`config.mk`:
```
export PLATFORM = sky130hd
export DESIGN_NAME = flash_rom_ctrl
export DESIGN_NICKNAME = d
export VERILOG_FILES = /design/src/rtl/flash_rom_ctrl.sv
export SDC_FILE = /design/constraint.sdc
export NUM_CORES = 1
export LEC_CHECK = 0
export CAP_MARGIN = 20
export CORE_MARGIN = 2
export CORE_UTILIZATION = 44
export CTS_BUF_LIST = sky130_fd_sc_hd__clkbuf_16
export DETAILED_ROUTE_END_ITERATION = 10
export PLACE_DENSITY = 0.79
export SKIP_CTS_REPAIR_TIMING = 1
export SYNTH_ARGS = -nofsm -noshare
export SYNTH_HDL_FRONTEND = slang
export SYNTH_SLANG_ARGS = --single-unit
```
`constraint.sdc`:
```
create_clock -name wb_clk_i -period 5 [get_ports wb_clk_i]
set_clock_uncertainty 0.05 [all_clocks]
set_input_delay 1 -clock wb_clk_i [delete_from_list [all_inputs] [get_ports wb_clk_i]]
set_output_delay 1 -clock wb_clk_i [all_outputs]
set_load 0.03 [all_outputs]
```
`src/rtl/flash_rom_ctrl.sv`:
```
// flash_rom_ctrl: Wishbone slave sequencing async NOR flash reads
// with programmable wait states, a bank register and two config regs.
module flash_rom_ctrl #(
  parameter logic [3:0] WAIT_DEFAULT = 4'd4,
  parameter logic [5:0] BANK_DEFAULT = 6'd0
) (
  input  logic        wb_clk_i,
  input  logic        wb_rst_i,
  input  logic [15:0] wb_dat_i,
  output logic [15:0] wb_dat_o,
  input  logic [19:1] wb_adr_i,
  input  logic        wb_we_i,
  input  logic        wb_tga_i,
  input  logic        wb_stb_i,
  input  logic        wb_cyc_i,
  input  logic [1:0]  wb_sel_i,
  output logic        wb_ack_o,
  output logic [21:0] flash_addr_,
  input  logic [15:0] flash_data_,
  output logic        flash_we_n_,
  output logic        flash_oe_n_,
  output logic        flash_ce_n_,
  output logic        flash_rst_n_
);

  typedef enum logic [1:0] {
    S_IDLE,
    S_SETUP,
    S_WAIT,
    S_ACK
  } state_e;

  state_e      state_q, state_d;
  logic [3:0]  cnt_q, cnt_d;
  logic [3:0]  wait_q, wait_d;
  logic [5:0]  bank_q, bank_d;
  logic [15:0] dat_q, dat_d;
  logic [21:0] addr_q, addr_d;
  logic        ack_q, ack_d;
  logic        ce_n_q, ce_n_d;
  logic        frst_q;
  logic        req;
  logic        unused_ok;

  assign req = wb_stb_i & wb_cyc_i;

  // Upper address bits, high byte lane and high data bits never matter.
  assign unused_ok = ^{wb_adr_i[19:17], wb_sel_i[1], wb_dat_i[15:6]};

  // Next-state, config register updates and data capture.
  always_comb begin
    state_d = state_q;
    cnt_d   = cnt_q;
    wait_d  = wait_q;
    bank_d  = bank_q;
    dat_d   = dat_q;
    addr_d  = addr_q;
    unique case (state_q)
      S_IDLE: begin
        if (req) begin
          if (wb_tga_i) begin
            state_d = S_ACK;
            if (wb_we_i) begin
              if (wb_sel_i[0]) begin
                if (wb_adr_i[1]) bank_d = wb_dat_i[5:0];
                else             wait_d = wb_dat_i[3:0];
              end
            end else begin
              dat_d = wb_adr_i[1] ? {10'h0, bank_q}
                                  : {12'h0, wait_q};
            end
          end else if (wb_we_i) begin
            state_d = S_ACK;
          end else begin
            state_d = S_SETUP;
            addr_d  = {bank_q, wb_adr_i[16:1]};
          end
        end
      end
      S_SETUP: begin
        if (!req) begin
          state_d = S_IDLE;
        end else begin
          cnt_d = wait_q;
          if (wait_q != 4'd0) begin
            state_d = S_WAIT;
          end else begin
            state_d = S_ACK;
            dat_d   = flash_data_;
          end
        end
      end
      S_WAIT: begin
        if (!req) begin
          state_d = S_IDLE;
        end else begin
          cnt_d = cnt_q - 4'd1;
          if (cnt_q == 4'd1) begin
            state_d = S_ACK;
            dat_d   = flash_data_;
          end
        end
      end
      S_ACK: begin
        state_d = S_IDLE;
      end
      default: begin
        state_d = S_IDLE;
      end
    endcase
    ack_d  = (state_d == S_ACK);
    ce_n_d = !((state_d == S_SETUP) || (state_d == S_WAIT));
  end

  // State, config and registered output flops.
  always_ff @(posedge wb_clk_i or negedge wb_rst_i) begin
    if (!wb_rst_i) begin
      state_q <= S_IDLE;
      cnt_q   <= 4'd0;
      wait_q  <= WAIT_DEFAULT;
      bank_q  <= BANK_DEFAULT;
      dat_q   <= 16'h0;
      addr_q  <= 22'h0;
      ack_q   <= 1'b0;
      ce_n_q  <= 1'b1;
      frst_q  <= 1'b0;
    end else begin
      state_q <= state_d;
      cnt_q   <= cnt_d;
      wait_q  <= wait_d;
      bank_q  <= bank_d;
      dat_q   <= dat_d;
      addr_q  <= addr_d;
      ack_q   <= ack_d;
      ce_n_q  <= ce_n_d;
      frst_q  <= 1'b1;
    end
  end

  assign wb_dat_o     = dat_q;
  assign wb_ack_o     = ack_q;
  assign flash_addr_  = addr_q;
  assign flash_ce_n_  = ce_n_q;
  assign flash_oe_n_  = ce_n_q;
  assign flash_we_n_  = 1'b1;
  assign flash_rst_n_ = frst_q;

endmodule
```
==> impl_metrics.json, run 1 <==
{
  "hold_viol": 0,
  "drive_gt1_share_pct": 19.3,
  "hpwlAfterDp_um": 3900,
  "path_delay_family": "compound AO/OA/AOI/OAI gates",
  "cts_buffers": 9,
  "die_h_um": 81.0,
  "hold_class": "register to register",
  "min_path_cells": 1,
  "worstReg2RegStart": "state_q[0]$_DFF_PN0_",
  "syn_to_final_growth_pct": 45.3,
  "synth_cell_type_count": 33,
  "overflow": 0,
  "layout_common_cells": "clkdlybuf4s50_1, dfrtp_1, mux2_2",
  "grt_pass1_vias": 1911,
  "via_per_inst": 5.02,
  "grt.total_usage_pct": 18.8,
  "cts_max_level": 3,
  "worst_r2r_endpoint": "wb_dat_o[5]$_DFFE_PN0P_",
  "max_freq_ghz": 0.386,
  "antenna_found_initial": 0,
  "slew_viol_final": 0,
  "clock-root-buffer": "clkbuf_16",
  "antenna_cells": 0,
  "clkSinkCount": 57,
  "drt-initial-drc-count": 115,
  "row_count": 28,
  "core_um2": 5820,
  "synthMuxAreaShare_pct": 21.8,
  "cp_max_fo": 16,
  "arrival_ns": 2.74,
  "die_x_um": 81.0,
  "critPathCaptureType": "register",
  "drt_wl_total_um": 5700,
  "synth_area_per_cell_um2": 12.4,
  "dp_slack_ns": 2.11,
  "path_buf_inv": 1,
  "path_cells": "clkdlybuf4s50_1, nand2_1, a21oi_2, o2111ai_4, mux2_2",
  "use_met3_pct": 4.11,
  "gp_congestion": 0.812,
  "maxCapViolations": 0,
  "synth_area_um2": 2610,
  "grt_pass1_wl_um": 9170,
  "ir_worst_vdd_mv": 0.322,
  "final_common_cell": "clkdlybuf4s50_1",
  "start_kind": "input port",
  "synthCells": 210,
  "outcome": "finished clean",
  "synth_top_family_by_area": "multiplexers",
  "fin_crit_sh_pct": 51.8,
  "power_leakage_nw": 1.74,
  "drt-pass1-iter-count": 4,
  "relSlewSlack_pct": 50.3,
  "worst_pin_slew_ns": 0.745,
  "fin_crit_ns": 2.59,
  "ios": 102,
  "grtUsageMet2_pct": 31.5,
  "final_antenna_net_count": 0,
  "yosys.area.top_type": "dfrtp_1",
  "cp_slowest_stage_delay_ns": 0.51,
  "wl_per_cell_um": 15.0,
  "powerDensity_nw_per_um2": 656,
  "clk_pin_slew_ns": 0.05,
  "io_buffer_count": 86,
  "initial_core_util_pct": 44.8,
  "synth-simple-area-share_pct": 6.43,
  "grt_max_degree": 58,
  "drc": 0,
  "yosys.area.top_type_share_pct": 52.8,
  "rsz0062_at_grt": "no",
  "synthTopCellsByArea": "dfrtp_1, mux2_2, mux2i_1",
  "ff2ff_setup_slack_ns": 2.68,
  "grtUsageMet1_pct": 22.8,
  "tritoncts": "done",
  "synth-xor-area-share_pct": 0,
  "crit_slowest_cell": "clkdlybuf4s50_1",
  "reg2reg_depth": 5,
  "min_from": "flash_addr_[12]$_DFFE_PN0P_",
  "yosysWarningCount": 0,
  "synthAdderAreaFrac_pct": 3.84,
  "setup_viol": 0,
  "clock_path_buffers": 2,
  "setup_tns_ns": 0,
  "layout.nets": 367,
  "dieArea_um2": 6550,
  "busiest_layer": "met2",
  "required_ns": 5.15,
  "synth_compound_area_share_pct": 8.11,
  "crit_type": "input port to register",
  "vias": 1908,
  "synth-seq-area-share_pct": 54.8,
  "ys_seq_elements": 57,
  "clk_latency_ns": 0.32,
  "whs_endpoint": "flash_addr_[12]$_DFFE_PN0P_",
  "setup_slack_ns": 2.41
}
## how the worst max path moves through the flow
stage	startpoint	to	slack, ns	cells past startpoint
2_1_floorplan	wb_stb_i	flash_addr_[10]$_DFFE_PN0P_	2.84	5
3_3_place_gp	wb_cyc_i	flash_addr_[2]$_DFFE_PN0P_	1.54	4
3_5_place_dp	wb_cyc_i	wb_dat_o[2]$_DFFE_PN0P_	2.11	5
4_1_cts	wb_stb_i	wb_dat_o[5]$_DFFE_PN0P_	2.43	5
5_1_grt	wb_cyc_i	wb_dat_o[5]$_DFFE_PN0P_	2.31	5
6_report	wb_stb_i	wb_dat_o[5]$_DFFE_PN0P_	2.41	5
## routing by layer
| metal | routed length, um | share of wire, % |
|---|---|---|
| met2 | 2910 | 51 |
| met4 | 110 | 1.9 |
| met3 | 325 | 5.7 |
| met5 | 0 | 0 |
| met1 | 2350 | 41 |
## synth_stat cells
cell type  count
a21oi_1        5
a21oi_2        1
a22o_1         2
a22oi_1        1
a31oi_1        2
a32oi_1        2
and2_1         1
buf_2          2
buf_4          2
buf_6          2
clkbuf_1       4
conb_1         1
dfrtp_1       55
dfstp_2        2
ha_1           8
inv_1         17
mux2_2        38
mux2i_1       14
nand2_1       20
nand2b_1       2
nand3_1        3
nor2_1         5
nor2b_1        1
nor3_1         1
nor3b_1        1
nor4_1         1
o2111ai_1      1
o2111ai_4      1
o21ai_0        9
o21ai_4        1
o22a_1         3
or2_4          1
or3_1          1
## metrics by stage
stage	hold WS, ns	power [W]	cell area [um^2]	instances	util, %
after floorplan	0.415	0.00155	2610	211	-
after global placement	0.437	0.00194	3500	363	60.3
after detailed placement	0.442	0.00197	3530	364	60.7
after CTS	0.453	0.00251	3790	380	65.1
after global routing	0.465	0.00263	3790	380	65.1
final	0.450	0.00248	3790	380	65.1
## final cells by class
cell class / instances / area, um^2
fillers: 486 / 2030
flip-flops and latches: 57 / 1430
multi-input cells: 127 / 1050
repair buffers: 88 / 891
clock buffers: 9 / 225
well taps: 75 / 93.8
inverters: 17 / 63.8
clock inverters: 7 / 30.0
## where the power goes
group	internal [W]	switching, W	total (W)
Sequential	0.000652	0.000108	0.000760
Clock	0.000324	0.000195	0.000519
Combinational	0.000549	0.000656	0.00120
## sequential cells by signal (all words and copies together), names as in the netlist
signal and cells:
flash_addr_ 22, state_q 2, cnt_q 4, wait_q 4, bank_q 6, flash_rst_n_ 1
wb_dat_o 16, wb_ack_o 1, flash_ce_n_ 1
## cells by family (layout without fill, tap and decap cells)
logic type,after synthesis,count (layout)
buf+inv,27,121
compound gates,28,28
simple gates,37,37
flops,57,57
mux,52,52
other cells,1,2
fa+ha+maj,8,8
Power figures use the tool's default switching activity.
==> run 2, diff against run 1 <==
--- a/config.mk
+++ b/config.mk
@@ -7,10 +7,10 @@
 export LEC_CHECK = 0
 export CAP_MARGIN = 20
 export CORE_MARGIN = 2
-export CORE_UTILIZATION = 44
+export CORE_UTILIZATION = 39
 export CTS_BUF_LIST = sky130_fd_sc_hd__clkbuf_16
 export DETAILED_ROUTE_END_ITERATION = 10
-export PLACE_DENSITY = 0.79
+export PLACE_DENSITY = 0.74
 export SKIP_CTS_REPAIR_TIMING = 1
 export SYNTH_ARGS = -nofsm -noshare
 export SYNTH_HDL_FRONTEND = slang
==> constraint.sdc (replaced) <==
create_clock -name wb_clk_i -period 2.2 [get_ports wb_clk_i]
set_clock_uncertainty 0.05 [all_clocks]
set_input_delay 0.44 -clock wb_clk_i [delete_from_list [all_inputs] [get_ports wb_clk_i]]
set_output_delay 0.44 -clock wb_clk_i [all_outputs]
set_load 0.03 [all_outputs]
==> impl_metrics.json, run 2 (synthesis gave the netlist of run 1 again) <==
{
  "n_fill_cell": 535,
  "setup_tns_ns": 0,
  "dieArea_um2": 7350,
  "antenna_cells": 0,
  "vias": 1910,
  "max_freq_ghz": 0.488,
  "cp_max_fo": 10,
  "grt.total_usage_pct": 16.5,
  "final_antenna_net_count": 0,
  "routed.top_layer": "met4",
  "cts_buffers": 9,
  "layout.nets": 373,
  "clk_pin_slew_ns": 0.05,
  "hold_class": "input port to async pin",
  "rsz0062_at_grt": "no",
  "tritoncts": "done",
  "hpwlAfterDp_um": 4110,
  "worst_r2r_endpoint": "wb_dat_o[8]$_DFFE_PN0P_",
  "wl_per_cell_um": 14.6,
  "clkSinkCount": 57,
  "met1_length_um": 2280,
  "fin_crit_ns": 2.05,
  "hold_viol": 0,
  "drt-pass1-iter-count": 7,
  "layout_common_cells": "clkdlybuf4s50_1, dfrtp_1, mux2_2",
  "die_x_um": 85.7,
  "grt_pass1_vias": 2067,
  "die_h_um": 85.7,
  "clk_latency_ns": 0.32,
  "worstReg2RegStart": "state_q[0]$_DFF_PN0_",
  "overflow": 0,
  "via_per_inst": 4.94,
  "fin_area_um2": 3860,
  "violations": "DRC",
  "outcome": "finished, violations left",
  "drt-initial-drc-count": 55,
  "ir_worst_vdd_mv": 0.664,
  "arrival_ns": 2.24,
  "grt_max_degree": 58,
  "clock_path_buffers": 2,
  "ff2ff_setup_slack_ns": 0.15,
  "grt_pass1_wl_um": 9420,
  "drt_wl_total_um": 5640,
  "critPathCaptureType": "register",
  "dr_wl_met2_um": 2980,
  "gp_congestion": 0.828,
  "powerDensity_nw_per_um2": 1500,
  "reg2reg_depth": 7,
  "largest_reg_flops": 22,
  "final_core_util_pct": 60.2,
  "io_buffer_count": 86,
  "wl_met3_um": 337,
  "crit_type": "register to register",
  "initial_core_util_pct": 40.6,
  "drc": 3,
  "place_area_um2": 3580,
  "start_kind": "register",
  "row_count": 29,
  "maxCapViolations": 0,
  "core_um2": 6420,
  "cts_max_level": 3,
  "setup_viol": 0,
  "antenna_found_initial": 0,
  "drive_gt1_share_pct": 21.3,
  "final_common_cell": "clkdlybuf4s50_1",
  "syn_to_final_growth_pct": 48.2,
  "slew_viol_final": 0,
  "ios": 102,
  "fin_crit_sh_pct": 93.1,
  "cp-startpoint": "state_q[0]$_DFF_PN0_",
  "required_ns": 2.39,
  "clock-root-buffer": "clkbuf_16",
  "power_leakage_nw": 1.78
}
-- run 2: layout make-up --
type                            count  area [um^2]  share of cell area (%)
Timing Repair Buffer               94          941                    24.4
Tap cell                           77         96.3                    2.49
Multi-Input combinational cell    127         1060                    27.4
Clock inverter                      6         51.3                    1.33
Clock buffer                        9          225                    5.83
Inverter                           17         63.8                    1.65
Sequential cell                    57         1430                    37.0
-- run 2: layer usage --
metal / track usage (%) / up-vias
met3: 5.87 / 6
met1: 18.9 / 938
met2: 29.0 / 53
met4: 4.76 / 0
met5: 0 / -
li1: - / 913
-- run 2: where the power goes --
group          internal (W)  switching (W)
combinational       0.00129        0.00149
clock              0.000851       0.000441
sequential          0.00148       0.000243
total               0.00362        0.00217
-- run 2: through the flow --
stage          hold WS [ns]  power, W  cells  setup slack (ns)
3_5_place_dp          0.418   0.00456    372         -0.000412
5_1_grt              0.0810   0.00615    387           0.00434
2_1_floorplan        0.0944   0.00353    211             0.347
4_1_cts              0.0743   0.00588    387             0.123
6_report             0.0661   0.00579    387             0.151
3_3_place_gp          0.417   0.00447    372            0.0513
-- run 2: worst max path at each step --
stage | end | cells after the start
final | wb_dat_o[8]$_DFFE_PN0P_ | 7
after floorplan | wb_dat_o[10]$_DFFE_PN0P_ | 8
after global placement | wb_dat_o[15]$_DFFE_PN0P_ | 6
after detailed placement | wb_dat_o[9]$_DFFE_PN0P_ | 6
after CTS | wb_dat_o[12]$_DFFE_PN0P_ | 7
after global routing | wb_dat_o[10]$_DFFE_PN0P_ | 7
-- run 2: worst max-delay path, stage by stage (launching register included) --
cell and delay (ns):
dfrtp_1 0.41, inv_1 0.16, ha_1 0.21, buf_4 0.15, inv_1 0.12, o2111ai_4 0.38
buf_4 0.29, mux2i_1 0.20
==> run 3, diff against run 2 <==
--- a/config.mk
+++ b/config.mk
@@ -9,6 +9,7 @@
 export CORE_MARGIN = 2
 export CORE_UTILIZATION = 39
 export CTS_BUF_LIST = sky130_fd_sc_hd__clkbuf_16
+export CTS_CLUSTER_DIAMETER = 80
 export DETAILED_ROUTE_END_ITERATION = 10
 export PLACE_DENSITY = 0.74
 export SKIP_CTS_REPAIR_TIMING = 1
==> results of run 3 <==
Same layout as run 2: the final DEF is identical, and so are final timing and power.
